File: src/rtl/sa_job_scheduler.sv
// Round-robin scheduler sharing one SA_wrapper systolic array between N_REQ requesters.
// Define SA_SCHED_TIMEOUT_EN to abort CALC after TIMEOUT_CYC cycles with O_ERR.
//
// state | meaning
// IDLE  | arbitrate, latch grant when any request is present
// CLR   | sync-clear the array
// START | pulse array start
// CALC  | wait for array output valid (or timeout)
// DONE  | done pulse to the granted requester, then release grant

module sa_job_scheduler #(
    parameter int N_REQ       = 3,
    parameter int IDX_W       = (N_REQ > 2) ? $clog2(N_REQ) : 1,
    parameter int TIMEOUT_CYC = 1024,
    parameter int CNT_W       = 16
) (
    input  logic             I_CLK,
    input  logic             I_ASYN_RSTN,
    input  logic [N_REQ-1:0] I_REQ,
    output logic [N_REQ-1:0] O_GNT,
    output logic [IDX_W-1:0] O_GNT_IDX,
    output logic             O_SA_SYNC_RSTN,
    output logic             O_SA_START,
    input  logic             I_SA_OUT_VLD,
    output logic [N_REQ-1:0] O_DONE,
    output logic             O_BUSY,
    output logic             O_ERR,
    output logic [CNT_W-1:0] O_JOB_CNT
);

    if (N_REQ < 2 || N_REQ > 8 || TIMEOUT_CYC < 1) begin : g_param_chk
        $error("sa_job_scheduler: N_REQ must be 2..8 and TIMEOUT_CYC >= 1");
    end

    typedef enum logic [2:0] {
        S_IDLE,
        S_CLR,
        S_START,
        S_CALC,
        S_DONE
    } state_t;

    state_t             state;
    state_t             state_nxt;
    logic [IDX_W-1:0]   rr_ptr;
    logic               arb_hit;
    logic [IDX_W-1:0]   arb_idx;
    logic [N_REQ-1:0]   arb_onehot;
    logic               timeout_hit;

    // First set request after the last winner, wrapping modulo N_REQ.
    always_comb begin
        int pos;
        pos        = 0;
        arb_hit    = 1'b0;
        arb_idx    = '0;
        arb_onehot = '0;
        for (int k = 1; k <= N_REQ; k++) begin
            pos = (int'(rr_ptr) + k) % N_REQ;
            if (!arb_hit && I_REQ[pos]) begin
                arb_hit         = 1'b1;
                arb_idx         = IDX_W'(pos);
                arb_onehot[pos] = 1'b1;
            end
        end
    end

    always_comb begin
        state_nxt = state;
        case (state)
            S_IDLE:  if (arb_hit) state_nxt = S_CLR;
            S_CLR:   state_nxt = S_START;
            S_START: state_nxt = S_CALC;
            S_CALC:  if (I_SA_OUT_VLD || timeout_hit) state_nxt = S_DONE;
            S_DONE:  state_nxt = S_IDLE;
            default: state_nxt = S_IDLE;
        endcase
    end

    // Array controls are registered from the current state, so the clear reaches
    // the array one cycle after the grant and the start pulse two cycles after.
    always_ff @(posedge I_CLK or negedge I_ASYN_RSTN) begin
        if (!I_ASYN_RSTN) begin
            state          <= S_IDLE;
            rr_ptr         <= IDX_W'(N_REQ - 1);
            O_GNT          <= '0;
            O_GNT_IDX      <= '0;
            O_SA_SYNC_RSTN <= 1'b0;
            O_SA_START     <= 1'b0;
            O_DONE         <= '0;
            O_BUSY         <= 1'b0;
            O_JOB_CNT      <= '0;
        end else begin
            state          <= state_nxt;
            O_SA_SYNC_RSTN <= (state != S_CLR);
            O_SA_START     <= (state == S_START);
            O_BUSY         <= (state_nxt != S_IDLE);
            O_DONE         <= '0;
            if (state == S_IDLE && arb_hit) begin
                O_GNT     <= arb_onehot;
                O_GNT_IDX <= arb_idx;
                rr_ptr    <= arb_idx;
            end
            if (state == S_DONE) begin
                O_GNT <= '0;
            end
            if (state == S_CALC && state_nxt == S_DONE) begin
                O_DONE <= O_GNT;
                if (O_JOB_CNT != {CNT_W{1'b1}}) begin
                    O_JOB_CNT <= O_JOB_CNT + CNT_W'(1);
                end
            end
        end
    end

`ifdef SA_SCHED_TIMEOUT_EN
    localparam int TO_W = $clog2(TIMEOUT_CYC + 1);

    logic [TO_W-1:0] to_cnt;

    // Output valid on the last allowed cycle still counts as a good result.
    assign timeout_hit = (state == S_CALC) && !I_SA_OUT_VLD
                         && (to_cnt == TO_W'(TIMEOUT_CYC - 1));

    always_ff @(posedge I_CLK or negedge I_ASYN_RSTN) begin
        if (!I_ASYN_RSTN) begin
            to_cnt <= '0;
            O_ERR  <= 1'b0;
        end else begin
            O_ERR <= timeout_hit;
            if (state != S_CALC) begin
                to_cnt <= '0;
            end else begin
                to_cnt <= to_cnt + TO_W'(1);
            end
        end
    end
`else
    assign timeout_hit = 1'b0;
    assign O_ERR       = 1'b0;
`endif

endmodule

File: config.mk
export PLATFORM = sky130hd
export DESIGN_NAME = sa_job_scheduler
export DESIGN_NICKNAME = d
export VERILOG_FILES = /design/src/rtl/sa_job_scheduler.sv
export SDC_FILE = /design/constraint.sdc
export NUM_CORES = 1
export LEC_CHECK = 0
export CAP_MARGIN = 20
export CORE_MARGIN = 1
export CORE_UTILIZATION = 35
export DETAILED_ROUTE_END_ITERATION = 6
export SKIP_CTS_REPAIR_TIMING = 1
export SLEW_MARGIN = 20
export SYNTH_ARGS = -nofsm -noshare
export SYNTH_HDL_FRONTEND = slang
export SYNTH_SLANG_ARGS = --single-unit
File: constraint.sdc
create_clock -name I_CLK -period 4.7 [get_ports I_CLK]
set_input_delay 0.47 -clock I_CLK [delete_from_list [all_inputs] [get_ports I_CLK]]
set_output_delay 0.47 -clock I_CLK [all_outputs]
set_load 0.005 [all_outputs]
### After elaboration in Yosys (flattened, before gate mapping)

Index checks and enable logic that the tools add are counted.

* bits in registers: 32
* input bits: 6
* output and inout bits: 28
* logic and storage cells: 74

* add/subtract/negate cells: 4
* divide/modulo/power cells: 3
* order comparisons: 6
* equal/unequal tests: 7
* muxes and demuxes: 30
* bitwise logic cells: 2
* reductions and logical operators: 13

Operators with widths (number)
* >= comparator 32 x 1 -> 1 bit (second input constant): 3
* less-than comparator 32 x 4 -> 1 bit (second input constant): 3
* remainder unit 32 x 3 -> 32 bit (second input constant): 3
* 2-to-1 mux 3 bit: 8
* adder 16 x 1 -> 16 bit (second input constant): 1
* != test 16 bit (second input constant): 1
* 2-to-1 mux 1 bit: 12
* one-hot mux 3 bit (4 select lines): 1
* logical AND 1 bit: 7
* adder 2 x 2 -> 3 bit (second input constant): 2
* binary-select mux 1 bit (select 2 bit): 3
* demux 1 bit (select 2 bit): 3
* == test 3 x 2 -> 1 bit (second input constant): 2
* == test 3 bit (second input constant): 2
* 2-to-1 mux 2 bit: 3
* OR 3 bit: 2
* adder 2 x 1 -> 3 bit (second input constant): 1
* == test 3 x 1 -> 1 bit (second input constant): 1
* logical NOT 3 bit: 1
* != test 3 x 1 -> 1 bit (second input constant): 1
* nonzero test 3 bit: 1
* logical NOT 1 bit: 2
* AND reduction 2 bit: 1
* nonzero test 2 bit: 1

### Logic depth before layout (Yosys ltp)

Gate-level depths: netlist (run 1).

* depth in word-level cells: 17
* mapped depth: 7
* mapped depth without buffers: 7

### Worst setup path before layout (run 1)

Ideal clock, no wire load.

* path type: reg-to-reg
* start point: register rr_ptr[1]
* end point: register O_GNT[0]
* arrival time: 1921 ps
* setup slack: 2701 ps
* cell stages (with the launch flop): 8
* buffers on the path: 0
* period minus slack after synthesis: 1999 ps
* path through: dfstp_2 > inv_1 > ha_1 > a22o_1 > a211o_1 > and2_4 > o31ai_4 > o2bb2ai_1

* word-level cells in the longest chain between the ends: 14

RTL lines
* start: declaration: line 45 `logic [IDX_W-1:0] rr_ptr;`
* start signal: assignment: line 85 `rr_ptr <= IDX_W'(N_REQ - 1);`
* start signal: assignment: line 102 `rr_ptr <= arb_idx;`
* branches (longest 14 deep; another with remainder unit 32 x 3 -> 32 bit)
* end signal: assignment: line 100 `O_GNT <= arb_onehot;`
* end: declaration: line 20 `output logic [N_REQ-1:0] O_GNT,`

Several ways; the timed one is not identified. The select of a mux whose other input is x is not followed.
A chain may end at the register's enable or synchronous reset.

### Final worst setup path (run 1)

* start point: register rr_ptr[1]
* end point: register state[0]

* word-level cells in the longest chain between the ends: 14

RTL lines
* adder 2 x 1 -> 3 bit: line 59 `pos = (int'(rr_ptr) + k) % N_REQ;`
* remainder unit 32 x 3 -> 32 bit: line 59
* binary-select mux 1 bit (select 2 bit): line 60 `if (!arb_hit && I_REQ[pos]) begin`
* 2-to-1 mux 1 bit (not written as such) (2 in series): line 60
* 2-to-1 mux 1 bit: line 60
* logical NOT 1 bit: line 60
* logical AND 1 bit: line 60
* 2-to-1 mux 1 bit: line 60
* logical NOT 1 bit: line 60
* logical AND 1 bit: line 60
* 2-to-1 mux 1 bit (*): line 60
* 2-to-1 mux 3 bit (*): line 71 `S_IDLE: if (arb_hit) state_nxt = S_CLR;`
* one-hot mux 3 bit (4 select lines) (*): line 70 `case (state)`
* via state_nxt[0]: line 44 `state_t state_nxt;`
* end signal: assignment: line 94 `state <= state_nxt;`
* end: declaration: line 43 `state_t state;`

Mark *: on every way through the listed nets, which the timed path passes. The rest lies on a longest branch. The select of a mux whose other input is x is not followed.

==> out/metrics.yaml, run 1 <==
setup_viol: 0
crit_buf_inv: 1
yosysMostFrequentCell: "dfrtp_1"
grt_use_total_pct: 14.6
drt_iter0_drc: 79
antenna_found_initial: 0
core_mm2: 0.00444
final_nets: 202
syn_area_per_cell_um2: 10.7
io_pins: 34
stdcell_count: 244
dr.pass1.iters: 6
clock_path_buffers: 2
drv_cap: 0
cts_tree: "done"
die_h_um: 70.9
crit_path_end_kind: "flip-flop"
synth_seq_cells: 31
finalPower_mw: 1.12
crit_fanout: 7
fin_crit_sh_pct: 46.2
tightest_slew_ns: 0.614
synth.distinct_cells: 49
fillers: 416
n_antenna_cell: 0
wl_per_cell_um: 13.6
rows: 24
required_ns: 4.84
crit_chain: "inv_1 -> ha_1 -> a22o_1 -> a211o_1 -> and2_4 -> o21ai_4 -> o21ai_0"
synth_ff_type: "dfrtp_1"
final_antenna_net_count: 0
slowest_stage: "dfstp_2"
numCtsBuffers: 5
insertion_delay_ns: 0.27
ys_seq_area_share_pct: 46.8
overflow: 0
vias_per_cell: 5.13
drive_above_1_share_pct: 11.5
dp_cells: 236
fmax_ghz: 0.461
path_delay_family: "compound AO/OA/AOI/OAI gates"
clock-sinks: 31
fin_crit_ns: 2.17
dp_slack_ns: 2.36
gp_congestion: 0.785
status: "completed"
critPathMaxStageDelay_ns: 0.54
worstPathArrival_ns: 2.31
synth_edf_count: 0
hp-class: "reg -> reg"
hpwl_um: 2500
synth_area_mm2: 0.00166
route.detailed.drc: 0
yosys.area.top_type_share_pct: 45.2
area_growth_pct: 27.8
vias: 1251
start_kind: "flip-flop"
grt_pass1_wl_um: 5800
synth_area_leaders: "dfrtp_1 (45%), ha_1 (3.8%), xnor2_1 (3.7%)"
rsz0062_at_grt: "false"
clock_skew_ns: 0.00293
yosysTopAreaCell: "dfrtp_1"
p_leak_nw: 0.928
fp.dieArea_mm2: 0.00503
root_buffer: "clkbuf_8"
grt_max_degree: 32
die_x_um: 70.9
fin_tns_setup_ns: 0
power_density_mw_per_mm2: 527
drv_slew: 0
synthTopCellsByCount: "dfrtp_1 (30), nor2_1 (11), inv_1 (10), nand2_1 (10)"
initial_core_util_pct: 37.4
synthCells: 155
place.port_buffers: 32
clk_pin_slew_worst_paths_ns: 0.06
ys_async_sr_fraction_pct: 100
cts_max_level: 2
grt_pass1_vias: 1244
syn-num-nets: 166
hold_violations: 0
max_slew_margin_pct: 59.1
worst_slack_ns: 2.53
wirelength_um: 3330
critPathKind: "reg -> reg"
yosys_warnings: 0
vdd_drop_max_mv: 0.233
## routing by layer
| metal | wire (µm) | global-route usage (%) | vias to the layer above | share of wire [%] |
|---|---|---|---|---|
| met5 | 0 | 0 | - | 0 |
| met4 | 29 | 4.67 | 0 | 0.87 |
| met3 | 170 | 4.42 | 5 | 5.1 |
| met2 | 1600 | 23.0 | 31 | 48 |
| met1 | 1530 | 19.3 | 605 | 46 |
| li1 | - | - | 610 | - |
## worst paths after layout
| path | from | to | slack [ns] | cells past startpoint |
|---|---|---|---|---|
| max in group asynchronous | I_ASYN_RSTN | rr_ptr[1]$_DFFE_PN1P_ | 3.79 | 2 |
| min in group asynchronous | I_ASYN_RSTN | state[1]$_DFF_PN0_ | 0.59 | 2 |
| hold reg to reg | O_JOB_CNT[4]$_DFFE_PN0P_ | O_JOB_CNT[4]$_DFFE_PN0P_ | 0.50 | 1 |
| hold / removal | O_JOB_CNT[4]$_DFFE_PN0P_ | O_JOB_CNT[4]$_DFFE_PN0P_ | 0.50 | 1 |
| setup / recovery | rr_ptr[1]$_DFFE_PN1P_ | state[0]$_DFF_PN0_ | 2.53 | 7 |
| setup reg to reg | rr_ptr[1]$_DFFE_PN1P_ | state[0]$_DFF_PN0_ | 2.53 | 7 |
## sequential cells by signal, summed over array words and instances (netlist names)
signal          count
O_JOB_CNT          16
O_DONE              3
O_GNT               3
state               3
O_GNT_IDX           2
O_BUSY              1
O_SA_START          1
O_SA_SYNC_RSTN      1
rr_ptr              1
## where the power goes
part           total, mW  switching (mW)  internal, mW
Clock              0.225          0.0914         0.133
Sequential         0.404          0.0655         0.338
Combinational      0.490           0.245         0.246
## cell type report
class | count | area [µm²] | area share, %
Tap cell | 52 | 65.1 | 3.06
Sequential cell | 31 | 777 | 36.6
Inverter | 10 | 37.5 | 1.77
Timing Repair Buffer | 33 | 328 | 15.4
Multi-Input combinational cell | 110 | 816 | 38.4
Clock buffer | 8 | 100 | 4.71
## stage by stage
| step | area, µm² | hold WS [ns] | utilization (%) |
|---|---|---|---|
| 4_1_cts | 2120 | 0.508 | 47.8 |
| 3_5_place_dp | 2020 | 0.489 | 45.5 |
| 3_3_place_gp | 2020 | 0.478 | 45.5 |
| 5_1_grt | 2120 | 0.530 | 47.8 |
| 2_1_floorplan | 1660 | 0.174 | - |
| 6_report | 2120 | 0.500 | 47.8 |
## cells by family (layout without fill, tap and decap cells)
kind of cell,after synthesis,after routing,share of synthesized area [%]
simple gates,56,56,18.6
compound gates,31,31,17.2
flops,31,31,46.8
buf+inv,14,51,4.14
xor+xnor,13,13,6.85
fa+ha+maj,5,5,3.77
mux,4,4,2.48
other cells,1,1,0.226
## cell usage in the layout, fill, tap and decap left out, types with 2 or more instances in the layout
master | synthesis | final
a211oi_1 | 2 | 2
a21boi_0 | 2 | 2
a21boi_1 | 2 | 2
a21o_1 | 3 | 3
a21oi_1 | 4 | 4
and2_1 | 4 | 4
and3_1 | 4 | 4
clkbuf_8 | 0 | 7
clkdlybuf4s50_1 | 0 | 32
dfrtp_1 | 30 | 30
ha_1 | 5 | 5
inv_1 | 10 | 10
mux2i_1 | 3 | 3
nand2_1 | 10 | 10
nand2b_1 | 3 | 3
nand3_1 | 7 | 7
nand4_1 | 3 | 3
nor2_1 | 11 | 11
nor3_1 | 4 | 4
o21ai_0 | 2 | 2
o2bb2ai_1 | 2 | 2
or2b_2 | 3 | 3
xnor2_1 | 7 | 7
xor2_1 | 6 | 6
(Power assumes the default switching activity.)
==> run 2, diff against run 1 <==
==> constraint.sdc (replaced) <==
create_clock -name I_CLK -period 2.1 [get_ports I_CLK]
set_input_delay 0.21 -clock I_CLK [delete_from_list [all_inputs] [get_ports I_CLK]]
set_output_delay 0.21 -clock I_CLK [all_outputs]
set_load 0.005 [all_outputs]
==> run 2 against run 1 <==
  * Worst hold slack lost 0.17 ns
  * Critical path depth is 1 higher
  * Critical path type unchanged
  * Total power rose by 130%
==> out/metrics.yaml, run 2 (synthesis gave the netlist of run 1 again) <==
overflow: 0  # unchanged
area_growth_pct: 31.5
dr.pass1.iters: 6  # unchanged
p_leak_nw: 0.962  # +3.6%
fin_crit_ns: 2.00  # -0.170 ns
start_kind: "flip-flop"
crit_fanout: 6  # -1
hpwl_um: 2570  # +3.0%
power_density_mw_per_mm2: 1190  # +130%
numCtsBuffers: 5  # unchanged
clk_pin_slew_worst_paths_ns: 0.06  # about the same
final_cell_mix: "clkdlybuf4s50_1 (32), dfrtp_1 (30), nor2_1 (11)"
fillers: 417  # +0.24%
insertion_delay_ns: 0.27  # about the same
clock_path_buffers: 2  # unchanged
stdcell_count: 251  # +2.9%
final_common_cell: "clkdlybuf4s50_1"
grt_pass1_wl_um: 5840  # +0.71%
initial_core_util_pct: 37.4  # unchanged
rsz0062_at_grt: "false"
place.port_buffers: 32  # unchanged
drt_iter0_drc: 51  # -35%
largest_reg_flops: 16  # unchanged
route.detailed.drc: 0  # unchanged
dp_cells: 243  # +3.0%
registers.top_by_ff_count: "O_JOB_CNT"
root_buffer: "clkbuf_8"
crit_chain: "inv_1 -> ha_1 -> buf_4 -> or2b_2 -> nand3_1 -> and2_4 -> o211ai_2 -> a21boi_2"
final_antenna_net_count: 0  # unchanged
critPathKind: "reg -> reg"
drv_slew: 0  # unchanged
grt_use_total_pct: 14.8  # +0.27 points
worstPathArrival_ns: 2.15  # -0.16 ns
rows: 24  # unchanged
status: "completed"
crit_path_end_kind: "flip-flop"
finalPower_mw: 2.61  # +130%
antenna_found_initial: 0  # unchanged
slowest_stage: "dfstp_2"
io_pins: 34  # unchanged
gp_congestion: 0.999  # +27%
fmax_ghz: 0.500  # +8.5%
grt_pass1_vias: 1285  # +3.3%
multiInputGateArea_um2: 825  # +1.1%
die_h_um: 70.9  # unchanged
wirelength_um: 3400  # +2.3%
grt_max_degree: 32  # unchanged
die_x_um: 70.9  # unchanged
hold_violations: 0  # unchanged
fin_crit_sh_pct: 95.2  # +49 points
drive_above_1_share_pct: 16.1  # +4.6 points
drv_cap: 0  # unchanged
vias_per_cell: 5.11  # -0.38%
worstRegToRegCells: 8  # +1
required_ns: 2.25  # -2.59 ns
final_nets: 209  # +3.5%
fp.dieArea_mm2: 0.00503  # unchanged
clock_skew_ns: 0.00398  # +0.00105 ns
clock-sinks: 31  # unchanged
ff_latch_area_um2: 777  # unchanged
n_antenna_cell: 0  # unchanged
fin_tns_setup_ns: 0  # unchanged
core_mm2: 0.00444  # unchanged
cts_max_level: 2  # unchanged
wl_per_cell_um: 13.6  # -0.60%
cts_tree: "done"
vias: 1282  # +2.5%
critPathMaxStageDelay_ns: 0.54  # about the same
hp-class: "in -> async"
vdd_drop_max_mv: 0.459  # +97%
setup_viol: 0  # unchanged
==> run 2: cell types whose count changed in the layout (fill, tap and decap cells not counted), sizes merged <==
cell | before | now
buf | 1 | 8
==> run 2: path summary, 6_finish.rpt <==
| check | startpoint | endpoint | slack (ns) |
|---|---|---|---|
| worst max register to register | rr_ptr[1]$_DFFE_PN1P_ | O_GNT_IDX[1]$_DFFE_PN0P_ | 0.10 |
| max in group asynchronous | I_ASYN_RSTN | rr_ptr[1]$_DFFE_PN1P_ | 1.45 |
| worst min register to register | O_JOB_CNT[4]$_DFFE_PN0P_ | O_JOB_CNT[4]$_DFFE_PN0P_ | 0.49 |
| worst min-delay path | I_ASYN_RSTN | O_SA_START$_DFF_PN0_ | 0.33 |
| min in group I_CLK | O_JOB_CNT[4]$_DFFE_PN0P_ | O_JOB_CNT[4]$_DFFE_PN0P_ | 0.49 |
| worst max-delay path | rr_ptr[1]$_DFFE_PN1P_ | O_GNT_IDX[1]$_DFFE_PN0P_ | 0.10 |
==> run 2: layout make-up <==
cell class              count  share of cell area (%)
clock buffers               8                    4.58
inverters                  10                    1.72
multi-input cells         110                    37.7
flip-flops and latches     31                    35.6
well taps                  52                    2.98
repair buffers             40                    17.4
==> run 2: per-layer routing <==
layer  track usage (%)  vias to the layer above  wire [µm]  share of wire (%)
li1                  -                      627          -                  -
met1              19.4                      612       1640                 48
met5                 0                        -          0                  0
met3              5.13                        7        191                5.6
met4              5.11                        0         46                1.4
met2              23.0                       36       1530                 45
==> run 2: worst max-delay path: cells and delay by family, from the launching register on <==
kind | cells | cell delay [ns]
simple gates | 3 | 0.64
compound gates | 2 | 0.27
buf+inv | 2 | 0.23
flops | 1 | 0.54
fa+ha+maj | 1 | 0.19
==> run 2: stage by stage <==
step	util (%)	cell area, µm²	hold WS [ns]	setup WS, ns
after floorplan	-	1660	-0.0856	0.101
after global placement	46.7	2080	0.476	0.0889
after detailed placement	46.7	2080	0.483	0.0671
after CTS	49.0	2180	0.350	0.0547
after global routing	49.2	2180	0.370	0.00735
final	49.2	2180	0.328	0.100
==> run 2: power by group <==
group	total (mW)	switching, mW	leakage (nW)	internal [mW]
Sequential	0.903	0.146	0.391	0.757
Combinational	1.20	0.573	0.519	0.629
Clock	0.502	0.203	0.0515	0.299
==> edit 1 (config.mk and constraints of run 2) <==
Set the parameter `CNT_W` to 24 (it was 16).
--- a/src/rtl/sa_job_scheduler.sv
+++ b/src/rtl/sa_job_scheduler.sv
@@ -14,3 +14,3 @@
     parameter int TIMEOUT_CYC = 1024,
-    parameter int CNT_W       = 16
+    parameter int CNT_W       = 24
 ) (
Interface: changed (resized O_JOB_CNT); port bits go from 34 to 42. The function was not compared with the original's and may differ.
==> edit 1 against run 2 <==
- cell count increased by 27%
- worst setup slack improved by 0.055 ns
- die area rose by 23%
- power increased by 8.8%
- global-route usage up 0.85 points
- wire length is 24% higher
- synthesized area is 24% higher
- final area up 24%
- sequential cell count rose by 8
- sequential power up 14%
- highest routed layer unchanged
==> edit 1: results (changes against run 2) <==
status finished, final reports clean (unchanged); Max stage delay on crit path 0.57 ns (was 0.54 ns); leak pwr 1.21 nW (was 0.962 nW); non-filler cells, final 320 (was 251); WL final 4240 um (was 3400 um); largest net degree at the start of global routing 40 (was 32); clock-pin slew on the worst setup and hold paths 0.07 ns; Seq pwr share 36.4% (was 34.6%); Final Net Count 258 (was 209); Top reg by flops O_JOB_CNT (unchanged); worst-skew pair later-pin latency 0.29 ns (was 0.27 ns); compound-cell area share of the yosys netlist 9.63% (was 17.2%); Slew Limit Fails 0 (unchanged); HP Class in2async (unchanged); fraction of layout cells with a size suffix above 1 14.9% (was 16.1%); DR vias/cell 4.91 (was 5.11); pre-CTS WS -0.0109 ns (was 0.0671 ns); post-synthesis mux area share 3.47% (was 2.48%); Fillers 533 (was 417); Netlist cell types 47 (was 49); IR drop worst, VDD 0.489 mV (was 0.459 mV); wl on met1 2190 um (was 1640 um); WL met3 124 um (was 191 um); DP Area 2600 um^2 (was 2080 um^2); Synth warnings 0 (unchanged); CP delay by family, top compound AO/OA/AOI/OAI gates (was simple AND/OR/NAND/NOR gates); Tot Pwr 2.84 mW (was 2.61 mW); first-pass GRT wire length 7480 um (was 5840 um); GPL Wtd Cong 0.864 (was 0.999); Sw Share 33.8% (was 35.4%); IO buf count 40 (was 32); post-DP HPWL 3150 um (was 2570 um); R2R cell count 7 (was 8); synthesized area per cell 10.6 um^2 (was 10.7 um^2); crit-path max FO 3 (was 6); Slowest cell on crit path dfstp_2 (unchanged); GRT Total Usage 15.7% (was 14.8%); placed insts 312 (was 243); XOR/XNOR share of the synthesized area 9.38% (was 6.85%); sequential fraction of the synthesis area 47.6% (was 46.8%); drt first-iter violations 88 (was 51); number of flip-flops under the largest register name 24 (was 16); met2 GRT Util 22.8% (was 23.0%); total iterations of the first detailed-routing run 4 (was 6); Clk network pwr share 16.7% (was 19.2%); Top Metal Used met4 (unchanged); most frequent cells after synthesis dfrtp_1 (38), nand2_1 (15), nand3_1 (12), xnor2_1 (12), nor2_1 (11) (was dfrtp_1 (30), nor2_1 (11), inv_1 (10), nand2_1 (10)); n_diodes 0 (unchanged); syn_nets 205 (was 166); antenna violations before repair 0 (unchanged); synth top area cells dfrtp_1 (46%), xnor2_1 (5.1%), xor2_1 (4.3%) (was dfrtp_1 (45%), ha_1 (3.8%), xnor2_1 (3.7%)); met1 usage 22.3% (was 19.4%); Final Skew 0.00622 ns (was 0.00398 ns); met3 Use GR 3.14% (was 5.13%); Critical Path AT 2.17 ns (was 2.15 ns); Longest Clk Path Bufs 2 (unchanged); Post-Synth Adder-Cell Area 3.05% (was 3.77%); number of global-route vias before repair 1550 (was 1285); met2 WL post-DR 1840 um (was 1530 um)
[edit 1: cell type report]
type	count	area, um^2	area share, %
inverter	6	22.5	0.832
clock buffer	8	80.1	2.96
multi-input combinational	141	1020	37.8
timing repair buffer	54	513	18.9
sequential	39	977	36.1
tap	72	90.1	3.33
[edit 1: path summary, 6_finish.rpt]
kind | to | slack [ns] | startpoint
hold reg to reg | O_JOB_CNT[9]$_DFFE_PN0P_ | 0.50 | O_JOB_CNT[9]$_DFFE_PN0P_
setup reg to reg | O_GNT[1]$_DFFE_PN0P_ | 0.15 | rr_ptr[1]$_DFFE_PN1P_
hold / removal | O_JOB_CNT[18]$_DFFE_PN0P_ | 0.03 | I_ASYN_RSTN
setup / recovery | O_GNT[1]$_DFFE_PN0P_ | 0.15 | rr_ptr[1]$_DFFE_PN1P_
min in group I_CLK | O_JOB_CNT[9]$_DFFE_PN0P_ | 0.50 | O_JOB_CNT[9]$_DFFE_PN0P_
max in group asynchronous | state[1]$_DFF_PN0_ | 1.53 | I_ASYN_RSTN
==> edit 2 (config.mk and constraints of run 2) <==
Without the edit above. Re-encode `state_t` (5 states) as one-hot, 5 bits wide.
--- a/src/rtl/sa_job_scheduler.sv
+++ b/src/rtl/sa_job_scheduler.sv
@@ -34,8 +34,8 @@
 
-    typedef enum logic [2:0] {
-        S_IDLE,
-        S_CLR,
-        S_START,
-        S_CALC,
-        S_DONE
+    typedef enum logic [4:0] {
+        S_IDLE  = 5'b00001,
+        S_CLR   = 5'b00010,
+        S_START = 5'b00100,
+        S_CALC  = 5'b01000,
+        S_DONE  = 5'b10000
     } state_t;
Behaviour: no difference found for any inputs over 4 cycles, from zero or initial values and one cycle with I_ASYN_RSTN low; so few cycles prove little.
==> edit 2 against run 2 <==
- first-iteration DRC count increased by 73%
- worst setup slack got worse by 0.064 ns
- critical endpoint is now rr_ptr[1]$_DFFE_PN1P_
- wire length increased by 0.94%
- largest cell class unchanged
- combinational power increased by 12%
- synthesized cell count increased by 6.5%
- sequential cell count increased by 2
- final area increased by 4.9%
- die area increased by 2.4%
- highest routed layer unchanged
- synthesized area increased by 2.5%
- power increased by 3.4%
==> edit 2: results (changes against run 2) <==
HP Class in2async (unchanged); crit-path max FO 10 (was 6); Largest regs O_JOB_CNT x16, state x5; status finished, final reports clean (unchanged); IR drop worst, VDD 0.532 mV (was 0.459 mV); largest net degree at the start of global routing 34 (was 32); wire per inst 13.1 um (was 13.6 um); post-DP HPWL 2500 um (was 2570 um); Final Skew 0.00417 ns (was 0.00398 ns); number of global-route vias before repair 1291 (was 1285); met2 GRT Util 24.4% (was 23.0%); CTS root buf clkbuf_8 (unchanged); CP delay by family, top compound AO/OA/AOI/OAI gates (was simple AND/OR/NAND/NOR gates); antenna violations before repair 0 (unchanged); GPL Wtd Cong 0.958 (was 0.999); Max stage delay on crit path 0.40 ns (was 0.54 ns); met3 Use GR 3.80% (was 5.13%); total iterations of the first detailed-routing run 4 (was 6); drt first-iter violations 88 (was 51); Slew Limit Fails 0 (unchanged); n_diodes 0 (unchanged); first-pass GRT wire length 5750 um (was 5840 um); total CTS buffers 5 (unchanged); worst-skew pair later-pin latency 0.28 ns; met1 usage 17.7% (was 19.4%); syn_nets 176 (was 166); GRT Total Usage 14.4% (was 14.8%); fraction of layout cells with a size suffix above 1 18.3% (was 16.1%); leak pwr 0.978 nW (was 0.962 nW); clock-pin slew on the worst setup and hold paths 0.07 ns; IO buf count 32 (unchanged); H-tree depth 2 (unchanged); routed via count 1363 (was 1282); most frequent cells after synthesis dfrtp_1 (31), nand2_1 (16), nor2_1 (11), xnor2_1 (10), nand3_1 (9) (was dfrtp_1 (30), nor2_1 (11), inv_1 (10), nand2_1 (10)); Netlist cell types 41 (was 49); synth top area cells dfrtp_1 (46%), xnor2_1 (5.1%), ha_1 (3.7%) (was dfrtp_1 (45%), ha_1 (3.8%), xnor2_1 (3.7%)); Longest Clk Path Bufs 2 (unchanged); Slowest cell on crit path dfrtp_1 (was dfstp_2); Final Net Count 218 (was 209); Pint 1.74 mW (was 1.68 mW); Fillers 442 (was 417); sequential fraction of the synthesis area 48.6% (was 46.8%); Async SR Flop Fraction 100% (unchanged); Synth warnings 0 (unchanged)
edit 2: path summary, 6_finish.rpt:
kind	from	endpoint	slack, ns	cells past startpoint
max in group asynchronous	I_ASYN_RSTN	rr_ptr[1]$_DFFE_PN1P_	1.43	2
max reg2reg	O_GNT_IDX[0]$_DFFE_PN0P_	rr_ptr[1]$_DFFE_PN1P_	0.04	8
min reg2reg	O_GNT_IDX[1]$_DFFE_PN0P_	O_GNT_IDX[1]$_DFFE_PN0P_	0.50	1
min	I_ASYN_RSTN	O_JOB_CNT[6]$_DFFE_PN0P_	0.33	2
max	O_GNT_IDX[0]$_DFFE_PN0P_	rr_ptr[1]$_DFFE_PN1P_	0.04	8
min in group I_CLK	O_GNT_IDX[1]$_DFFE_PN0P_	O_GNT_IDX[1]$_DFFE_PN0P_	0.50	1
edit 2: routing by layer:
layer	up-vias	part of all wire [%]
li1	655	-
met1	669	44
met2	33	52
met3	6	3.7
met4	0	0.90
met5	-	0
edit 2: area by class of cell:
class	instances	area, um^2	share of cell area (%)
Inverter	6	22.5	0.983
Clock buffer	8	90.1	3.93
Timing Repair Buffer	42	399	17.4
Tap cell	54	67.6	2.95
Multi-Input combinational cell	119	883	38.6
Sequential cell	33	828	36.2
edit 2: power groups by stage:
stage	combinational, mW	clock [mW]	sequential [mW]
final	1.34	0.483	0.876
after global routing	1.46	0.531	0.893
after CTS	1.09	0.506	0.872
after detailed placement	1.09	0	0.883
after global placement	1.04	0	0.878
after floorplan	0.680	0	0.872
edit 2: cells by family (layout without fill, tap and decap cells):
kind of cell / count (synthesis) / in the layout / share of synthesized area, %
AND/OR/NAND/NOR: 69 / 69 / 22.9
flip-flops: 33 / 33 / 48.6
AO/OA/AOI/OAI: 24 / 24 / 9.33
XOR/XNOR: 14 / 14 / 7.20
buffers and inverters: 13 / 56 / 4.33
multiplexers: 6 / 6 / 3.75
adder cells (fa/ha/maj): 5 / 5 / 3.67
other: 1 / 1 / 0.220
edit 2: through the flow:
step / instance area (um^2) / TNS (ns) / hold slack (ns) / cells / setup slack [ns]
floorplan: 1700 / 0 / -0.0856 / 165 / 0.00188
global placement: 2110 / 0 / 0.483 / 253 / 0.0107
detailed placement: 2110 / -0.311 / 0.485 / 253 / -0.0701
CTS: 2200 / -0.402 / 0.350 / 261 / -0.0762
global route: 2290 / -0.0492 / 0.370 / 262 / -0.0201
finish: 2290 / 0 / 0.334 / 262 / 0.0366
edit 2: worst reg2reg max path, delay by kind of cell, from the launching register on:
family / cells / cell delay, ns
buffers and inverters: 2 / 0.32
adder cells (fa/ha/maj): 1 / 0.27
AND/OR/NAND/NOR: 2 / 0.32
flip-flops: 1 / 0.40
AO/OA/AOI/OAI: 3 / 0.70
